$ cat src/rtl/array_stream_packer.sv
// Packs a stream of elements into one flat frame vector.
// Valid/ready in, valid/ready out; frame ends at N elements or in_last.
//
// Ports:
//   clk, rst_n                 clock, async active-low reset
//   in_data/in_valid/in_last   element stream, in_ready back-pressure
//   flush                      synchronous discard of partial/held frame
//   out/out_valid/out_ready    packed frame handshake
//   out_short                  frame ended by in_last before N elements
//   fill_count                 elements accepted into current frame
module array_stream_packer #(
    parameter int BIT_WIDTH = 4,
    parameter int ROWS      = 8,
    parameter int COLS      = 8
) (
    input  logic                                 clk,
    input  logic                                 rst_n,
    input  logic [BIT_WIDTH-1:0]                 in_data,
    input  logic                                 in_valid,
    input  logic                                 in_last,
    output logic                                 in_ready,
    input  logic                                 flush,
    output logic [ROWS*COLS*BIT_WIDTH-1:0]       out,
    output logic                                 out_valid,
    input  logic                                 out_ready,
    output logic                                 out_short,
    output logic [$clog2(ROWS*COLS+1)-1:0]       fill_count
);

    localparam int N  = ROWS * COLS;
    localparam int CW = $clog2(N + 1);

    typedef enum logic {
        FILL = 1'b0,
        HOLD = 1'b1
    } state_t;

    state_t state;

    logic is_final;
    assign is_final = (fill_count == CW'(N - 1));

    // in_ready and out_valid are registered copies of the next state,
    // so in_ready stays low until the first edge after reset.
    always_ff @(posedge clk or negedge rst_n) begin
        if (!rst_n) begin
            state      <= FILL;
            out        <= '0;
            out_valid  <= 1'b0;
            out_short  <= 1'b0;
            fill_count <= '0;
            in_ready   <= 1'b0;
        end else if (flush) begin
            state      <= FILL;
            out        <= '0;
            out_valid  <= 1'b0;
            out_short  <= 1'b0;
            fill_count <= '0;
            in_ready   <= 1'b1;
        end else begin
            unique case (state)
                FILL: begin
                    in_ready <= 1'b1;
                    if (in_valid && in_ready) begin
                        for (int i = 0; i < N; i++) begin
                            if (fill_count == CW'(i))
                                out[i*BIT_WIDTH +: BIT_WIDTH] <= in_data;
                        end
                        fill_count <= fill_count + 1'b1;
                        if (is_final || in_last) begin
                            state     <= HOLD;
                            in_ready  <= 1'b0;
                            out_valid <= 1'b1;
                            out_short <= !is_final;
                        end
                    end
                end
                HOLD: begin
                    if (out_ready) begin
                        state      <= FILL;
                        out        <= '0;
                        out_valid  <= 1'b0;
                        out_short  <= 1'b0;
                        fill_count <= '0;
                        in_ready   <= 1'b1;
                    end
                end
            endcase
        end
    end

endmodule
$ cat config.mk
export PLATFORM = sky130hd
export DESIGN_NAME = array_stream_packer
export DESIGN_NICKNAME = d
export VERILOG_FILES = /design/src/rtl/array_stream_packer.sv
export SDC_FILE = /design/constraint.sdc
export NUM_CORES = 1
export LEC_CHECK = 0
export BUFFER_PORTS_ARGS = -buffer_cell sky130_fd_sc_hd__buf_4
export CAP_MARGIN = 20
export CORE_ASPECT_RATIO = 0.8
export CORE_MARGIN = 5
export CORE_UTILIZATION = 55
export DETAILED_ROUTE_END_ITERATION = 6
export PLACE_DENSITY = 0.91
export REMOVE_ABC_BUFFERS = 1
export SLEW_MARGIN = 25
export SYNTH_ARGS = -nofsm -noshare
export SYNTH_HDL_FRONTEND = slang
export SYNTH_SLANG_ARGS = --single-unit
$ cat constraint.sdc
create_clock -name clk -period 2.11 [get_ports clk]
set_input_delay 0.1055 -clock clk [delete_from_list [all_inputs] [get_ports clk]]
set_output_delay 0.1055 -clock clk [all_outputs]
set_load 0.05 [all_outputs]
# ---- After elaboration in Yosys (flattened, before gate mapping)
# Index checks and enable logic that the tools add are counted.
dict set report word_totals {
  wordCells 362
  out_inout_bits 266
  inputBits 10
  ff_bits 267
}
dict set report op_classes {
  reduce_logical 70
  n_bitwise 1
  eq_ne 130
  addsub 1
  n_mux 91
}
# op n
set op_table {}
lappend op_table {{$mux 256} 3}
lappend op_table {{$pmux 256 s2} 1}
lappend op_table {{$mux 4} 64}
lappend op_table {{$eq 7x6->1 const B} 32}
lappend op_table {{$ne 3x3->1 const B} 67}
lappend op_table {{$reduce_and 3->1} 65}
lappend op_table {{$eq 7x5->1 const B} 16}
lappend op_table {{$eq 7x4->1 const B} 8}
lappend op_table {{$eq 7x3->1 const B} 4}
lappend op_table {{$mux 7} 3}
lappend op_table {{$mux 1} 15}
lappend op_table {{$eq 7x2->1 const B} 2}
lappend op_table {{$pmux 7 s2} 1}
lappend op_table {{$pmux 1 s2} 4}
lappend op_table {{$add 7x1->7 const B} 1}
lappend op_table {{$eq 7x1->1 const B} 1}
lappend op_table {{$logic_not 7->1} 1}
lappend op_table {{$reduce_and 2->1} 1}
lappend op_table {{$logic_and 1x1->1} 1}
lappend op_table {{$logic_not 1->1} 1}
lappend op_table {{$logic_or 1x1->1} 1}
lappend op_table {{$not 1->1} 1}

# ---- Depth between registers and ports, before layout
# Gate-level depths: netlist of the first run.
dict set report logic_depth {
  ltp_word 6
  depth_mapped 7
  depth_no_buf 5
}

# ---- Least setup slack after synthesis of the first run
# OpenSTA, ideal clock, no wires.
dict set report synth_timing {
  kind {register -> register}
  start {register fill_count[0]}
  end {register out[50]}
  n_path_buf 2
  t_arrival_ps 2032
  slack_ps -59
  path_stages_with_launch 8
  required_ps 1973
  synth_period_minus_slack_ps 2169
  setup_ps 137
  path_cell_list {dfrtp_1 inv_1 ha_1 buf_2 nand3_1 or3b_1 buf_2 mux2i_1}
}
dict set report synth_via {
  elab_chain_cells 3
}
# element line_no
set synth_lines {}
lappend synth_lines {{start, declared} 27} ;# output logic [$clog2(ROWS*COLS+1)-1:0] fill_count
lappend synth_lines {{start signal, assigned} 69} ;# fill_count <= fill_count + 1'b1;
lappend synth_lines {{$eq 7x4->1} 66} ;# if (fill_count == CW'(i))
lappend synth_lines {{$ne 3x3->1 (no source line)} n/a}
lappend synth_lines {{$reduce_and 3->1 (no source line)} n/a}
lappend synth_lines {{end signal, assigned by index} 67} ;# out[i*BIT_WIDTH +: BIT_WIDTH] <= in_data;
lappend synth_lines {{end, declared} 23} ;# output logic [ROWS*COLS*BIT_WIDTH-1:0] out,
# Every way passes these cells.
# A chain may end at the register's enable or synchronous reset.

# ---- Worst setup path after layout of the first run
dict set report layout_timing {
  start {register state}
  end {register out[178]}
}
dict set report layout_via {
  elab_chain_cells 3
  word_cells_on_any_way 7
  classes_between {eq/ne (3); mux (2); bitwise (1); reduce/logical (1)}
}
# element line_no
set layout_lines {}
lappend layout_lines {{start, declared} 38} ;# state_t state;
lappend layout_lines {{start signal, assigned} 47} ;# state <= FILL;
lappend layout_lines {{start signal, assigned} 54} ;# state <= FILL;
lappend layout_lines {{start signal, assigned} 71} ;# state <= HOLD;
lappend layout_lines {{$not 1->1} n/a}
lappend layout_lines {{$ne 3x3->1 (no source line) / $pmux 256 s2 (equally long branches)} n/a}
lappend layout_lines {{$reduce_and 3->1 (no source line) / $mux 256 (equally long branches)} n/a}
# Several ways; a longest one is shown, not always the timed one.

==> flow_summary.yaml, run 1 <==
critical_path:
  worst-setup-path-type: "register to register"
  crit_path_top_delay_cell: "nor2_1"
  max_stage_delay_ns: 0.60
  end_kind: "register"
  arrival_ns: 2.50
  cp-start-kind: "register"
  crit_buf_inv: 1
  path_cells: "nor2_1 -> nand2_2 -> buf_12 -> mux2i_1"
  path_max_fanout: 27
  required_ns: 2.54
  crit_family: "simple AND/OR/NAND/NOR gates"
finish:
  areaGrowthSynthToFinish_pct: 28.00
  insertedDiodeCount: 0
  final_cell_area_um2: 15950
  fin_nets: 1315
  layout_commonest_cell: "buf_4"
  final_util_pct: 71.26
  drive_above_1_share_pct: 32.55
  final_cell_mix: "buf_4, dfrtp_1, nand2_1, mux2i_1, a211oi_4"
placement:
  gp_congestion: 0.8324
  port-buffer-count: 275
  placed_area_um2: 14930
  dp_hpwl_um: 22800
yosys:
  synth_cell_type_count: 45
  synth_top_flop_cell: "dfrtp_1"
  synth-edff-count: 0
  synthArstFlopShare_pct: 100.0
  ys_ff_latch: 267
  synth.top_cell.area_share_pct: 53.64
  syn-cell-area_um2: 12460
  syn_area_per_cell_um2: 12.18
  yosysSeqAreaShare_pct: 53.64
  syn_inst: 1023
  synth.largest_area_cell: "dfrtp_1"
  synthTopCellsByArea: "dfrtp_1, mux2i_1, nand2_1, a211oi_4, buf_4"
  yosys_warnings: 0
clocking:
  clkTransAtPathRegs_ns: 0.07
  htreeDepth: 1
  insertion_delay_ns: 0.53
  cts-root-buf: "clkbuf_16"
  cts_buffers: 26
  post_cts_buffers: 0
  numClockSinks: 267
  clockBufferDepth: 3
  tritoncts: "yes"
route:
  vias: 9136
  dr.pass1.iters: 5
  viasPerCell: 5.626
  ant_nets: 0
  route.detailed.wl_per_inst_um: 21.10
  drc: 0
  drt_iter0_markers: 850
  drt-total-wl_um: 34270
pwr:
  p_leak_uw: 0.007862
  powerDensity_nw_per_um2: 703.4
  peakVddDrop_v: 0.0005486
die:
  rows: 49
  die_h_um: 144.6
  initial_core_util_pct: 55.67
  die_w_um: 178.3
  design.core.area_um2: 22380
  die_area_um2: 25780
  num_io_pins: 276
timing:
  slew_viol_final: 0
  clock_skew_ns: 0.009050
  slew_headroom_pct: 52.95
  fin_crit_ns: 2.065
  rsz0062_at_grt: "no"
  worst_slew_pin_slew_ns: 0.7031
  fmax_mhz: 484.2
  final-setup-viol-count: 0
  post-route-period-util_pct: 97.88
  finalHoldViolations: 0
global_route:
  grt_use_total_pct: 26.52
  antenna_found_initial: 0
  gr-total-overflow: 0
  grt_max_degree: 82
  grt_pass1_vias: 9677
  grt_pass1_wl_um: 54480
job:
  drv_cap: 0
worst_hold_path:
  hp-class: "input port to register"
run_status:
  status: "complete, no violations"
## cell type report
cell class	count	area, um2
multi-input combinational	666	5213
clock buffer	37	793.3
inverter	3	11.26
sequential	267	6681
clock inverter	10	177.7
fill	1489	6432
tap	306	382.9
timing repair buffer	335	2686
## cells by family after synthesis
logic type	Yosys count	share of synthesized area [%]
and+or+nand+nor	333	12.35
DFF	267	53.64
buffers and inverters	90	4.560
muxes	254	20.41
adders and majority gates	6	0.6026
AOI/OAI and AO/OA	73	8.437
## repair_timing
| item | CTS | global route |
|---|---|---|
| gates resized for setup | 0 | 1 |
| hold endpoints to repair | 75 | 0 |
| setup endpoints to repair | 0 | 2 |
| hold buffers | 4 | 0 |
## flip-flops by register name, summed over array words and instances (netlist names)
name / flops
state: 1
out_valid: 1
out_short: 1
fill_count: 7
out: 256
in_ready: 1
## through the flow
stage	setup TNS, ns	cells	power (uW)	setup slack (ns)	hold slack (ns)
2_1_floorplan	-971.97	936	5664	-4.066	-0.1901
3_3_place_gp	0	1573	6070	0.2355	0.1363
3_5_place_dp	0	1573	6086	0.1355	0.1481
4_1_cts	0	1624	11280	0.07363	0.05624
5_1_grt	0	1624	11540	0.0009479	0.08136
6_report	0	1624	11220	0.04469	0.08237
## path summary, 6_finish.rpt
path / startpoint / endpoint / slack, ns / cells past startpoint
worst min register to register: out[19] / out[19] / 0.53 / 2
worst min-delay path: in_valid / fill_count[0] / 0.08 / 4
worst max register to register: state / out[178] / 0.04 / 4
worst max-delay path: state / out[178] / 0.04 / 4
min in group asynchronous: rst_n / out[219] / 0.18 / 2
max in group asynchronous: rst_n / out[255] / 1.25 / 3
## worst min-delay path: stages
cell and delay [ns]:
buf_4 0.14, nor4bb_1 0.17, nand2_1 0.08, o21ai_0 0.07
## synth_stat cells (3+ instances only)
library cell and count:
o211ai_1 6, nor3b_1 3, dfrtp_1 267, nand3_1 13
o21ai_0 4, nand4bb_1 4, nand2_1 267, nand4_1 7
ha_1 6, inv_1 3, a21o_1 3, buf_1 3
buf_6 13, a211oi_1 3, a211o_1 4, or4_1 4
buf_2 13, nand2b_1 4, nor2b_1 3, buf_4 31
o2111ai_1 5, nand3b_1 4, or3b_1 6, o311ai_0 5
mux2i_1 254, a211oi_4 37, clkbuf_1 27
## routing by layer
layer  global-route usage, %  wire (um)
met5                       0          0
met4                   7.348        880
met3                   6.979       2919
met2                   42.95      16380
met1                   35.90      14080
## power by group
group	total (uW)	switching, uW	internal [uW]
registers	5160	19.4	5140
clock network	5220	2000	3220
logic	838	629	210
total	11200	2650	8570
No activity file was read; power rests on OpenSTA's default activity.
==> inputs of run 2 (changes only) <==
Settings changed: SETUP_SLACK_MARGIN set to 0.15.
==> run 2 against run 1 <==
Global-route usage decreased by 0.13 points. Highest routed layer unchanged. Register-to-register slack better by 0.16 ns. Worst setup slack better by 0.16 ns. Clock skew up 0.00063 ns. First-iteration DRC count fell by 16%. Core utilization increased by 0.69 points. Die area did not move. Sequential cell count stayed put. Wire length rose by 0.11%. Sequential power is essentially flat. Largest power group unchanged. Via count grew 0.77%.
==> flow_summary.yaml, run 2 (synthesized netlist as in run 1, its figures left out) <==
finish:
  drive_above_1_share_pct: 33.68
  final_cell_mix: "buf_4, dfrtp_1, nand2_1, mux2i_1, a211oi_4"
  layout_commonest_cell: "buf_4"
  seq_area_um2: 6681
  fill_cells: 1466
  top_register: "out"
  areaGrowthSynthToFinish_pct: 29.25
  fin_nets: 1330
  largestRegisters: "out (256), fill_count (7)"
  multiInputGateArea_um2: 5228
  final_util_pct: 71.95
  largest_reg_flops: 256
clocking:
  cts_buffers: 26
  cts-root-buf: "clkbuf_16"
  tritoncts: "yes"
  clkTransAtPathRegs_ns: 0.07
  insertion_delay_ns: 0.53
  numClockSinks: 267
  htreeDepth: 1
  clockBufferDepth: 3
global_route:
  grt_util_met3_pct: 7.031
  grt_pass1_wl_um: 54250
  antenna_found_initial: 0
  grt_use_total_pct: 26.39
  grtUsageMet2_pct: 42.71
  grt_max_degree: 82
  grt_busiest_layer: "met2"
  grt_pass1_vias: 9648
  use_met1_pct: 35.77
  gr-total-overflow: 0
route:
  viasPerCell: 5.613
  vias: 9206
  ant_nets: 0
  route.detailed.wl_per_inst_um: 20.92
  drc: 0
  drt_iter0_markers: 711
  dr.pass1.iters: 5
  drt-total-wl_um: 34300
timing:
  post-route-period-util_pct: 90.24
  slew_viol_final: 0
  slew_headroom_pct: 52.21
  fmax_mhz: 525.2
  final.setup.tns_ns: 0
  hold_ws_ns: 0.07790
  fin_crit_ns: 1.904
  final-setup-viol-count: 0
  finalHoldViolations: 0
  clock_skew_ns: 0.009676
  rsz0062_at_grt: "no"
  worst_slew_pin_slew_ns: 0.7072
critical_path:
  worst-setup-path-type: "register to register"
  end_kind: "register"
  cp-start-kind: "register"
  path_max_fanout: 11
  required_ns: 2.49
  r2r_cells: 4
  arrival_ns: 2.29
job:
  drv_cap: 0
pwr:
  powerDensity_nw_per_um2: 697.4
  peakVddDrop_v: 0.0005271
  p_leak_uw: 0.007945
die:
  die_w_um: 178.3
  num_io_pins: 276
  rows: 49
  die_h_um: 144.6
  design.core.area_um2: 22380
  die_area_um2: 25780
  initial_core_util_pct: 55.67
placement:
  gp_congestion: 0.8324
  dp_hpwl_um: 22800
  port-buffer-count: 275
worst_hold_path:
  hold_depth: 3
  hp-class: "input port to register"
run_status:
  status: "complete, no violations"
[run 2: power breakdown]
group	leakage (uW)	switching, uW	internal, uW	total [uW]
Combinational	0.00374	633	224	858
Clock	0.000479	1990	3220	5210
Sequential	0.00372	19.6	5140	5160
[run 2: stage by stage]
stage               setup WS (ns)  total power (uW)  area [um2]  std cells
floorplan                  -4.066              5664       11900        936
global placement           0.2355              6070       14930       1573
detailed placement         0.1355              6086       14930       1573
CTS                        0.1564             11280       15950       1624
global route               0.1563             11560       16100       1639
finish                     0.2060             11230       16100       1640
[run 2: path summary, 6_finish.rpt]
kind	startpoint	endpoint	slack, ns
worst max-delay path	state	out[28]	0.21
worst min-delay path	in_valid	in_ready	0.08
min in group asynchronous	rst_n	out[219]	0.18
worst max register to register	state	out[28]	0.21
max in group asynchronous	rst_n	out[255]	1.25
worst min register to register	out[19]	out[19]	0.53
[run 2: cell type report]
type	count	share of cell area, %
Clock buffer	37	4.927
Multi-Input combinational cell	666	32.47
Inverter	3	0.06994
Timing Repair Buffer	350	17.54
Antenna cell	1	0.01554
Clock inverter	10	1.104
Tap cell	306	2.378
Sequential cell	267	41.50
[run 2: critical path, cell delays in order (launching register included)]
cell and delay, ns:
dfrtp_1 0.49, nand3b_4 0.29, buf_4 0.27, or3b_1 0.53, mux2i_1 0.17
[run 2: what timing repair did]
action	CTS	global route
hold buffers	4	0
pin swaps	2	11
gates resized for setup	2	8
endpoints found under the hold margin	75	0
endpoints found under the setup margin	8	88
cloned	0	1
setup buffers	0	14
[run 2: routing by layer]
layer	share of wire, %	up-vias
li1	-	4082
met1	42	4700
met2	47	361
met3	8.6	63
met4	2.3	0
met5	0	-
